$ cat src/rtl/rr_mux_arbiter.sv
// Round-robin arbiter sharing one 4:1 data path among four requesters.
// Ownership of the path is bounded by MAX_HOLD consecutive cycles. On release,
// the arbiter hands the path to the next requester in the same edge.
//
// Handshake: req[i] is a level request. The requester keeps it high for as long
// as it wants the path. gnt[i] (registered) marks the current owner. While the
// owner holds req[i] high and has not used up MAX_HOLD cycles, gnt stays on it.
// Dropping req[i] ends the ownership at the next edge. out/out_valid present the
// owner's live data word to the shared consumer in the same cycle.
module rr_mux_arbiter #(
  parameter int DATA_W   = 1,
  parameter int MAX_HOLD = 4
) (
  input  logic                  clk,
  input  logic                  rst,
  input  logic [3:0]            req,
  input  logic [4*DATA_W-1:0]   data,
  output logic [3:0]            gnt,
  output logic [1:0]            sel,
  output logic [DATA_W-1:0]     out,
  output logic                  out_valid,
  output logic                  state_dbg,
  output logic [3:0]            hold_cnt_dbg
);

  typedef enum logic {
    IDLE = 1'b0,
    OWN  = 1'b1
  } state_t;

  localparam logic [3:0] MAX_HOLD_C = 4'(MAX_HOLD);

  state_t     state_q, state_d;
  logic [1:0] sel_q, sel_d;
  logic [1:0] ptr_q, ptr_d;
  logic [3:0] hold_q, hold_d;
  logic [3:0] gnt_q, gnt_d;

  logic       do_grant;
  logic [1:0] win;
  logic       rel;

  // First set bit of r scanning upward from start, wrapping mod 4.
  // The loop runs high-to-low so the closest index is written last.
  function automatic logic [1:0] rr_pick(input logic [3:0] r, input logic [1:0] start);
    logic [1:0] idx;
    logic [1:0] res;
    res = start;
    for (int k = 3; k >= 0; k--) begin
      idx = start + 2'(k);
      if (r[idx]) res = idx;
    end
    return res;
  endfunction

  // State register: all arbiter flops, cleared by synchronous reset.
  always_ff @(posedge clk) begin
    if (rst) begin
      state_q <= IDLE;
      sel_q   <= 2'd0;
      ptr_q   <= 2'd0;
      hold_q  <= 4'd0;
      gnt_q   <= 4'd0;
    end else begin
      state_q <= state_d;
      sel_q   <= sel_d;
      ptr_q   <= ptr_d;
      hold_q  <= hold_d;
      gnt_q   <= gnt_d;
    end
  end

  // Next-state: search for a winner on entry or on release, else extend ownership.
  // An owner still requesting at MAX_HOLD is not masked; starting the search at
  // owner+1 puts it last, so it is re-granted only when nobody else asks.
  always_comb begin
    state_d  = state_q;
    sel_d    = sel_q;
    ptr_d    = ptr_q;
    hold_d   = hold_q;
    gnt_d    = gnt_q;
    do_grant = 1'b0;
    win      = 2'd0;
    rel      = 1'b0;
    case (state_q)
      IDLE: begin
        gnt_d = 4'd0;
        if (|req) begin
          do_grant = 1'b1;
          win      = rr_pick(req, ptr_q);
        end
      end
      OWN: begin
        rel = !req[sel_q] || (hold_q == MAX_HOLD_C);
        if (!rel) begin
          hold_d = hold_q + 4'd1;
        end else if (|req) begin
          // A dropped owner already reads 0 in req, so req is the remaining set.
          do_grant = 1'b1;
          win      = rr_pick(req, sel_q + 2'd1);
        end else begin
          state_d = IDLE;
          gnt_d   = 4'd0;
          hold_d  = 4'd0;
          ptr_d   = sel_q + 2'd1;
        end
      end
      default: begin
        state_d = IDLE;
        gnt_d   = 4'd0;
        hold_d  = 4'd0;
      end
    endcase
    if (do_grant) begin
      state_d = OWN;
      sel_d   = win;
      gnt_d   = 4'b0001 << win;
      hold_d  = 4'd1;
      ptr_d   = win + 2'd1;
    end
  end

  // Outputs: registered grant/select, live data steered by the registered select.
  always_comb begin
    gnt          = gnt_q;
    sel          = sel_q;
    out_valid    = (state_q == OWN);
    out          = '0;
    if (state_q == OWN) out = data[sel_q*DATA_W +: DATA_W];
    state_dbg    = state_q;
    hold_cnt_dbg = hold_q;
  end

endmodule

$ cat config.mk
export PLATFORM = sky130hd
export DESIGN_NAME = rr_mux_arbiter
export DESIGN_NICKNAME = d
export VERILOG_FILES = /design/src/rtl/rr_mux_arbiter.sv
export SDC_FILE = /design/constraint.sdc
export NUM_CORES = 1
export LEC_CHECK = 0
export CORE_MARGIN = 2
export CORE_UTILIZATION = 35
export CTS_BUF_LIST = sky130_fd_sc_hd__clkbuf_2
export CTS_CLUSTER_SIZE = 25
export DETAILED_ROUTE_END_ITERATION = 10
export DONT_BUFFER_PORTS = 1
export GPL_TIMING_DRIVEN = 0
export PLACE_DENSITY = 0.46
export SETUP_SLACK_MARGIN = 0.5
export SLEW_MARGIN = 20
export SYNTH_ARGS = -nofsm -noshare
export SYNTH_HDL_FRONTEND = slang
export SYNTH_SLANG_ARGS = --single-unit
export TNS_END_PERCENT = 1
$ cat constraint.sdc
create_clock -name clk -period 3 [get_ports clk]
set_clock_uncertainty 0.2 [all_clocks]
set_input_delay 0.3 -clock clk [delete_from_list [all_inputs] [get_ports clk]]
set_output_delay 0.3 -clock clk [all_outputs]
set_load 0.02 [all_outputs]
==> impl_metrics.py, run 1 <==
metrics = {
    "status": {
        "status": "finished clean",
    },
    "power": {
        "combPwrFrac": 0.367,
        "power_frac_clock": 0.188,
        "p_int_mw": 0.312,
        "power.density_nw_per_um2": 485,
        "sw_frac_of_total": 0.386,
        "p_leak_nw": 0.405,
        "total_power_mw": 0.509,
        "pwr-share-seq": 0.445,
        "switchingPower_mw": 0.196,
        "irDropWorstVdd_v": 0.000309,
    },
    "floorplanning": {
        "rows": 18,
        "die_w_um": 54.5,
        "pin_count": 23,
        "coreArea_sq_um": 2450,
        "die-area_sq_um": 2970,
        "die_h_um": 54.5,
        "start_util": 0.364,
    },
    "cells_and_area": {
        "finalNetCount": 140,
        "final_util": 0.427,
        "fillers": 273,
        "fin_cells": 155,
        "antenna_cells": 0,
        "area_growth_pct": 17.4,
        "drive_gt1_frac": 0.232,
        "stdcell_area_sq_um": 1050,
    },
    "synthesis": {
        "yosysTopAreaCell": "dfxtp_1",
        "yosysSeqAreaShare": 0.291,
        "synthDistinctLibCells": 40,
        "synth_area_sq_um": 893,
        "synth-edff-count": 0,
        "ys_warn_count": 0,
        "synth_area_leaders": "dfxtp_1 (29%), a21oi_1 (6.7%), ha_1 (5.6%)",
        "synthFlopType": "dfxtp_1",
        "synth-seq-cells": 13,
        "synth.most_common_cell": "dfxtp_1",
        "synthDominantCellAreaShare": 0.291,
        "syn_avg_cell_area_sq_um": 7.84,
        "syn_nets": 128,
        "synth_common_cells": "dfxtp_1 (13), a21oi_1 (12), nor2_1 (10), nand2_1 (9), inv_1 (7)",
        "netlist_instances": 114,
        "synth-async-reset-ratio": 0,
    },
    "clock_network": {
        "clock_latency_ps": 290,
        "clk_path_buf_depth": 2,
        "htreeDepth": 1,
        "cts_tree": "yes",
        "cts_num_sinks": 13,
        "clock_tree.root_cell": "clkbuf_2",
        "cts_made_buffers": 3,
        "clk_pin_slew_ps": 140,
    },
    "min_path": {
        "hold_end": "gnt[2]",
        "min-delay-start": "rst",
        "min_path_type": "input port to register",
        "hold_depth": 2,
    },
    "detailed_routing": {
        "wl_per_cell_um": 14.9,
        "vias": 842,
        "ant_nets": 0,
        "dr.pass1.iters": 6,
        "viasPerCell": 5.43,
        "drc": 0,
        "routed_wl_um": 2310,
        "drtIter0Drc": 13,
    },
    "setup_path": {
        "r2r_setup_slack_ps": 260,
        "cp-start-kind": "register",
        "endpoint_kind": "register",
        "arrival_ps": 2740,
        "r2r-start": "sel[1]",
        "crit_fanout": 2,
        "worstReg2RegEnd": "ptr_q[1]",
        "crit_type": "register to register",
        "cp.required_ps": 3000,
        "r2r_cells": 9,
    },
    "sta": {
        "finalSetupViolCount": 0,
        "finalCriticalPeriod_ps": 2740,
        "tightest_slew_ps": 767,
        "fin_tns_setup_ps": 0,
        "drv_slew": 0,
        "max_slew_margin": 0.484,
        "max_freq_mhz": 365,
        "whs_ps": 36.8,
        "hold_viol_final": 0,
        "grt_setup_unrepaired": "true",
        "setup_ws_ps": 257,
        "fin_crit_sh": 0.914,
    },
    "global_routing": {
        "antenna_found_initial": 0,
        "grt_pass1_vias": 745,
        "grt-ovfl-total": 0,
        "grt_usage": 0.173,
        "grt_pass1_wl_um": 3580,
        "grt_start_max_net_pins": 11,
    },
    "flow_run": {
        "cap_violations": 0,
    },
    "placement": {
        "gp_congestion": 0.764,
        "place_area_sq_um": 940,
        "port_buffers": 0,
        "pre_cts_ws_ps": 85.0,
        "dpl.cell_count": 144,
        "place_hpwl_um": 1620,
    },
}
-- power by group through the flow --
stage | sequential, mW | clock [mW] | combinational (mW)
finish | 0.226 | 0.0956 | 0.186
global route | 0.230 | 0.107 | 0.208
CTS | 0.227 | 0.0997 | 0.180
detailed placement | 0.231 | 0 | 0.152
global placement | 0.230 | 0 | 0.153
floorplan | 0.225 | 0 | 0.126
-- worst max-delay path: stages (launching register included) --
cell and delay [ps]:
dfxtp_4 410, buf_6 100, mux4_2 510, a211o_4 380, a31oi_4 190, nor2_4 60, inv_2 70, ha_1 210
or3_1 310, a32o_1 220
-- placed cells by master (no fill, tap or decap), drive strengths merged --
cell,n
dfxtp,13
a21oi,12
nor2,11
buf,11
nand2,9
inv,8
clkbuf,6
o21ai,5
nand2b,4
nand3,4
ha,4
nor2b,3
nand3b,3
and2,3
mux4,2
o211ai,2
nor3,2
or3,2
a32o,2
o22ai,2
a31oi,2
or2,1
a2111oi,1
o21bai,1
a21bo,1
o21ba,1
nor4,1
a211o,1
xnor2,1
a221oi,1
nor3b,1
a31o,1
and3,1
a211oi,1
clkinv,1
dlygate4sd3,1
-- sequential cells by signal, indices dropped and copies added (netlist names) --
signal and count:
gnt 4, hold_cnt_dbg 4, out_valid 1, ptr_q 2
sel 2
-- kinds of logic (layout without fill, tap and decap cells) --
| kind of cell | count (synthesis) | count (layout) | synth area share |
|---|---|---|---|
| buf+inv | 16 | 27 | 0.0784 |
| fa+ha+maj | 4 | 4 | 0.0560 |
| compound gates | 33 | 33 | 0.255 |
| mux | 2 | 2 | 0.0504 |
| simple gates | 45 | 45 | 0.259 |
| xor+xnor | 1 | 1 | 0.00981 |
| flops | 13 | 13 | 0.291 |
-- worst max path at each step --
stage	startpoint	to	slack (ps)
CTS	sel[1]	ptr_q[1]	240
detailed placement	sel[0]	ptr_q[1]	90
global placement	sel[0]	ptr_q[1]	50
global route	sel[1]	ptr_q[1]	170
floorplan	sel[1]	ptr_q[1]	270
finish	sel[1]	ptr_q[1]	260
-- what timing repair did --
action | 4_1_cts | 5_1_grt
hold buffers | 1 | 0
resized for setup | 6 | 3
pin swaps | 3 | 1
hold endpoints to repair | 1 | 0
setup buffers | 4 | 2
setup endpoints to repair | 3 | 3
-- layout make-up --
| class | count | area [sq um] | share of cell area |
|---|---|---|---|
| buffer | 8 | 46.3 | 0.0442 |
| clock buffer | 3 | 15.0 | 0.0143 |
| clock inverter | 1 | 5.00 | 0.00477 |
| inverter | 8 | 30.0 | 0.0286 |
| multi-input combinational | 85 | 594 | 0.567 |
| sequential | 13 | 265 | 0.253 |
| tap | 30 | 37.5 | 0.0358 |
| timing repair buffer | 7 | 55.1 | 0.0525 |
-- layer usage --
metal  vias up  share of wire  global-route usage
li1        424              -                   -
met1       394           0.49               0.239
met2        22           0.45               0.253
met3         2          0.059              0.0574
met4         0         0.0069              0.0500
met5         -              0                   0
(Power assumes the default switching activity.)
==> inputs of run 2 (changes only) <==
--- a/config.mk
+++ b/config.mk
@@ -5,6 +5,8 @@
 export SDC_FILE = /design/constraint.sdc
 export NUM_CORES = 1
 export LEC_CHECK = 0
+export ABC_AREA = 1
+export CORE_ASPECT_RATIO = 0.5
 export CORE_MARGIN = 2
 export CORE_UTILIZATION = 35
 export CTS_BUF_LIST = sky130_fd_sc_hd__clkbuf_2
==> impl_metrics.py, run 2 <==
metrics = {
    "status": {
        "status": "finished clean",
    },
    "setup_path": {
        "slowest_stage": "dfxtp_2",
        "r2r_cells": 13,
        "endpoint": "ptr_q[1]",
        "path_cells": "inv_1 > ha_1 > nand3_1 > nand3_4 > nand3_1 > inv_1 > nand2_2 > nand2_4 > ha_1 > o211ai_2 > o21ai_1 > nand2_1 > inv_1",
        "crit_path_max_incr_delay_ps": 450,
        "cp.buffers_inverters": 3,
        "r2r_setup_slack_ps": 660,
        "critical_path_depth": 13,
        "endpoint_kind": "register",
        "crit_type": "register to register",
        "crit_top_cell": "inv_1",
        "crit_family": "simple AND/OR/NAND/NOR gates",
        "cp-start-kind": "register",
        "arrival_ps": 2320,
        "critPathLaunch": "hold_cnt_dbg[1]",
        "r2r-start": "hold_cnt_dbg[1]",
        "worstReg2RegEnd": "ptr_q[1]",
        "cp.required_ps": 2980,
        "crit_fanout": 5,
    },
    "flow_run": {
        "cap_violations": 0,
    },
    "clock_network": {
        "clk_path_buf_depth": 2,
        "htreeDepth": 1,
        "clock_tree.root_cell": "clkbuf_2",
        "cts_setup_buffers": 0,
        "cts_tree": "yes",
        "cts_num_sinks": 13,
        "clock_latency_ps": 270,
        "clk_pin_slew_ps": 130,
        "cts_made_buffers": 3,
    },
    "synthesis": {
        "synth-seq-cells": 13,
        "yosysTopAreaCell": "dfxtp_1",
        "synthFlopType": "dfxtp_1",
        "synth.most_common_cell": "nand2_1",
        "synth-edff-count": 0,
        "synth_area_sq_um": 1130,
        "synthDistinctLibCells": 25,
        "synthDominantCellAreaShare": 0.230,
        "netlist_instances": 188,
        "synth_common_cells": "nand2_1 (69), inv_1 (26), dfxtp_1 (13), a21oi_1 (11), nand3_1 (11)",
        "yosysSeqAreaShare": 0.230,
        "syn_avg_cell_area_sq_um": 6.03,
        "ys_warn_count": 0,
        "syn_nets": 202,
        "synth-async-reset-ratio": 0,
        "synth_area_leaders": "dfxtp_1 (23%), nand2_1 (23%), inv_1 (8.6%)",
    },
    "global_routing": {
        "antenna_found_initial": 0,
        "grt_pass1_vias": 1043,
        "grt_start_max_net_pins": 11,
        "grt-ovfl-total": 0,
        "grt_pass1_wl_um": 4770,
        "grt_usage": 0.161,
    },
    "sta": {
        "drv_slew": 0,
        "grt_setup_unrepaired": "false",
        "setup_ws_ps": 657,
        "finalCriticalPeriod_ps": 2340,
        "fin_tns_setup_ps": 0,
        "max_slew_margin": 0.703,
        "tightest_slew_ps": 447,
        "hold_viol_final": 0,
        "max_freq_mhz": 427,
        "fin_crit_sh": 0.781,
        "finalSetupViolCount": 0,
    },
    "detailed_routing": {
        "drtIter0Drc": 42,
        "drc": 0,
        "ant_nets": 0,
        "vias": 1117,
        "dr.pass1.iters": 4,
        "routed_wl_um": 2790,
        "viasPerCell": 4.79,
        "wl_per_cell_um": 12.0,
    },
    "placement": {
        "pre_cts_ws_ps": 504,
        "port_buffers": 0,
        "place_hpwl_um": 2220,
        "gp_congestion": 0.792,
    },
    "floorplanning": {
        "rows": 14,
        "start_util": 0.372,
        "pin_count": 23,
        "die-area_sq_um": 3740,
        "die_w_um": 84.5,
        "die_h_um": 44.2,
        "coreArea_sq_um": 3050,
    },
    "cells_and_area": {
        "area_growth_pct": 8.17,
        "antenna_cells": 0,
        "final_common_cell": "nand2_1",
        "final_cell_mix": "nand2_1 (69), inv_1 (26), nand3_1 (11), a21oi_1 (11)",
        "drive_gt1_frac": 0.181,
        "finalNetCount": 208,
    },
    "min_path": {
        "min-delay-start": "rst",
        "min_path_type": "input port to register",
    },
    "power": {
        "p_leak_nw": 0.645,
        "power.density_nw_per_um2": 962,
        "irDropWorstVdd_v": 0.000328,
    },
}
## run 2: cell count changes after synthesis, sizes merged, moves of 2 or more
cell    before  now
and2         3    0
clkbuf       4    0
inv          8   31
mux4         2    0
nand2        9   76
nand2b       4    0
nand3        4   15
nand3b       3    0
nor2b        3    0
o21ai        5   16
o22ai        2    0
or3          2    0
## run 2: logic make-up after synthesis
logic type / after synthesis / share of synthesized area
compound gates: 34 / 0.183
fa+ha+maj: 4 / 0.0442
buf+inv: 34 / 0.123
flops: 13 / 0.230
simple gates: 103 / 0.421
## run 2: through the flow
stage	hold WS [ps]	std cells	util	total power [mW]	area [sq um]
4_1_cts	23.1	233	0.399	1.18	1210
3_3_place_gp	165	228	0.388	1.08	1180
3_5_place_dp	165	228	0.388	1.08	1180
6_report	42.8	233	0.402	1.18	1230
2_1_floorplan	162	188	-	0.938	1130
5_1_grt	32.0	233	0.402	1.32	1230
## run 2: layer usage
metal  wire, um  track usage  up-vias
met5          0            0        -
met2       1050        0.233       23
li1           -            -      608
met1       1600        0.240      484
met3        115       0.0299        2
met4         22       0.0571        0
## run 2: timing repair
| action | 4_1_cts | 5_1_grt |
|---|---|---|
| hold buffers | 1 | 0 |
| cloned | 0 | 0 |
| setup endpoints to repair | 1 | 1 |
| hold endpoints to repair | 4 | 0 |
| resized for setup | 1 | 6 |
## run 2: tightest hold or removal path, cell delays in order
cell and delay, ps:
nor2_1 30, nand2_1 80, o21ai_1 60
## run 2: layout make-up
type	count	area, sq um
Timing Repair Buffer	1	10.0
Sequential cell	13	273
Inverter	31	116
Fill cell	362	1820
Multi-Input combinational cell	141	734
Buffer	3	22.5
Clock buffer	4	20.0
Tap cell	40	50.0
## run 2: report_power, final
part	internal (mW)	leakage, nW	switching [mW]
Clock	0.0354	0.0166	0.0561
Sequential	0.230	0.109	0.0968
Combinational	0.264	0.520	0.498
Total	0.529	0.645	0.651
## run 2: worst min path at each step
stage / cells past startpoint / endpoint / slack, ps
final: 3 / gnt[2] / 40
after global routing: 3 / gnt[2] / 30
after CTS: 3 / gnt[2] / 20
after detailed placement: 1 / gnt[1] / 170
after global placement: 1 / gnt[1] / 160
after floorplan: 1 / gnt[1] / 160
==> inputs of run 3 (changes only) <==
--- a/config.mk
+++ b/config.mk
@@ -5,8 +5,7 @@
 export SDC_FILE = /design/constraint.sdc
 export NUM_CORES = 1
 export LEC_CHECK = 0
-export ABC_AREA = 1
-export CORE_ASPECT_RATIO = 0.5
+export ABC_AREA = 0
 export CORE_MARGIN = 2
 export CORE_UTILIZATION = 35
 export CTS_BUF_LIST = sky130_fd_sc_hd__clkbuf_2
==> constraint.sdc (replaced) <==
create_clock -name clk -period 2.2 [get_ports clk]
set_clock_uncertainty 0.2 [all_clocks]
set_input_delay 0.22 -clock clk [delete_from_list [all_inputs] [get_ports clk]]
set_output_delay 0.22 -clock clk [all_outputs]
set_load 0.02 [all_outputs]
==> impl_metrics.py, run 3 (synthesized netlist as in run 1, its figures left out) <==
metrics = {
    "clock_network": {
        "htreeDepth": 1,
        "cts_tree": "yes",
        "clk_pin_slew_ps": 140,
        "clock_tree.root_cell": "clkbuf_2",
        "clock_latency_ps": 280,
        "cts_made_buffers": 3,
        "clk_path_buf_depth": 2,
        "cts_num_sinks": 13,
    },
    "sta": {
        "finalCriticalPeriod_ps": 2750,
        "finalSetupViolCount": 7,
        "fin_tns_setup_ps": -1310,
        "max_freq_mhz": 364,
        "drv_slew": 0,
        "setup_ws_ps": -550,
        "max_slew_margin": 0.488,
        "hold_viol_final": 1,
        "grt_setup_unrepaired": "true",
        "whs_ps": -17.3,
        "tightest_slew_ps": 760,
        "fin_crit_sh": 1.25,
    },
    "cells_and_area": {
        "final_common_cell": "a21oi_1",
        "regArea_sq_um": 268,
        "final_util": 0.436,
        "multi_input_area_sq_um": 612,
        "finalNetCount": 140,
        "area_growth_pct": 19.9,
        "antenna_cells": 0,
        "fillers": 270,
        "final_cell_mix": "a21oi_1 (12), nor2_1 (10), nand2_1 (9), dfxtp_1 (9), buf_4 (7)",
        "drive_gt1_frac": 0.264,
    },
    "status": {
        "violations": "hold timing, setup timing",
        "status": "finished, violations left",
    },
    "detailed_routing": {
        "drc": 0,
        "wl_met2_um": 1050,
        "dr.pass1.iters": 4,
        "ant_nets": 0,
        "vias": 846,
        "topRoutingLayerUsed": "met4",
        "drtIter0Drc": 8,
        "route.met3.wl_um": 122,
        "wl_met1_um": 1130,
        "wl_per_cell_um": 14.9,
        "viasPerCell": 5.46,
        "routed_wl_um": 2320,
    },
    "min_path": {
        "min-delay-start": "req[2]",
        "min_path_type": "input port to register",
    },
    "setup_path": {
        "endpoint_kind": "register",
        "crit_type": "register to register",
        "crit_fanout": 2,
        "arrival_ps": 2750,
        "r2r-start": "sel[1]",
        "cp.required_ps": 2200,
        "critPathLaunch": "sel[1]",
        "cp-start-kind": "register",
    },
    "flow_run": {
        "cap_violations": 0,
    },
    "power": {
        "irDropWorstVdd_v": 0.000419,
        "p_leak_nw": 0.407,
        "power.density_nw_per_um2": 655,
    },
    "floorplanning": {
        "start_util": 0.364,
        "die_h_um": 54.5,
        "pin_count": 23,
        "coreArea_sq_um": 2450,
        "die-area_sq_um": 2970,
        "die_w_um": 54.5,
        "rows": 18,
    },
    "global_routing": {
        "antenna_found_initial": 0,
        "grt_start_max_net_pins": 11,
        "grt-ovfl-total": 0,
        "grt_usage": 0.174,
        "grt_pass1_vias": 743,
        "grt_pass1_wl_um": 3600,
    },
    "placement": {
        "place_hpwl_um": 1620,
        "gp_congestion": 0.764,
        "port_buffers": 0,
    },
}
-- run 3: path summary, 6_finish.rpt --
check | endpoint | slack, ps | cells after the start
max | ptr_q[1] | -550 | 9
max reg2reg | ptr_q[1] | -550 | 9
min | out_valid | -20 | 2
min reg2reg | gnt[0] | 360 | 2
-- run 3: repair_timing --
item / 4_1_cts / 5_1_grt
hold buffers: 1 / 0
pin swaps: 6 / 5
setup buffers: 4 / 2
endpoints found under the hold margin: 3 / 0
setup endpoints to repair: 13 / 13
gates resized for setup: 15 / 2
-- run 3: routing by layer --
metal / track usage / up-vias
met5: 0 / -
met1: 0.240 / 399
met2: 0.257 / 20
met3: 0.0546 / 2
li1: - / 425
met4: 0.0500 / 0
-- run 3: report_power, final --
| part | total, mW | internal (mW) | leakage [nW] | switching (mW) |
|---|---|---|---|---|
| clock | 0.130 | 0.0411 | 0.0164 | 0.0888 |
| sequential | 0.310 | 0.263 | 0.109 | 0.0463 |
| combinational | 0.262 | 0.127 | 0.282 | 0.135 |
-- run 3: metrics by stage --
step / cells / power, mW / cell area [sq um] / setup slack [ps]
after floorplan: 114 / 0.478 / 902 / -533
after global placement: 144 / 0.522 / 940 / -746
after detailed placement: 144 / 0.522 / 940 / -715
after CTS: 153 / 0.701 / 1050 / -556
after global routing: 155 / 0.753 / 1070 / -625
final: 155 / 0.702 / 1070 / -550
-- run 3: layout make-up --
type,count,area share
plain buffers,8,0.0456
clock inverters,1,0.00467
flip-flops and latches,13,0.250
well taps,30,0.0350
clock buffers,3,0.0140
repair buffers,7,0.0514
multi-input cells,85,0.571
inverters,8,0.0280
-- run 3: worst max-delay path, stage by stage (launching register included) --
cell     delay, ps
dfxtp_4        410
buf_6          100
mux4_2         510
a211o_4        380
a31oi_4        200
nor2_4          60
inv_2           70
ha_1           210
or3_1          310
a32o_1         220
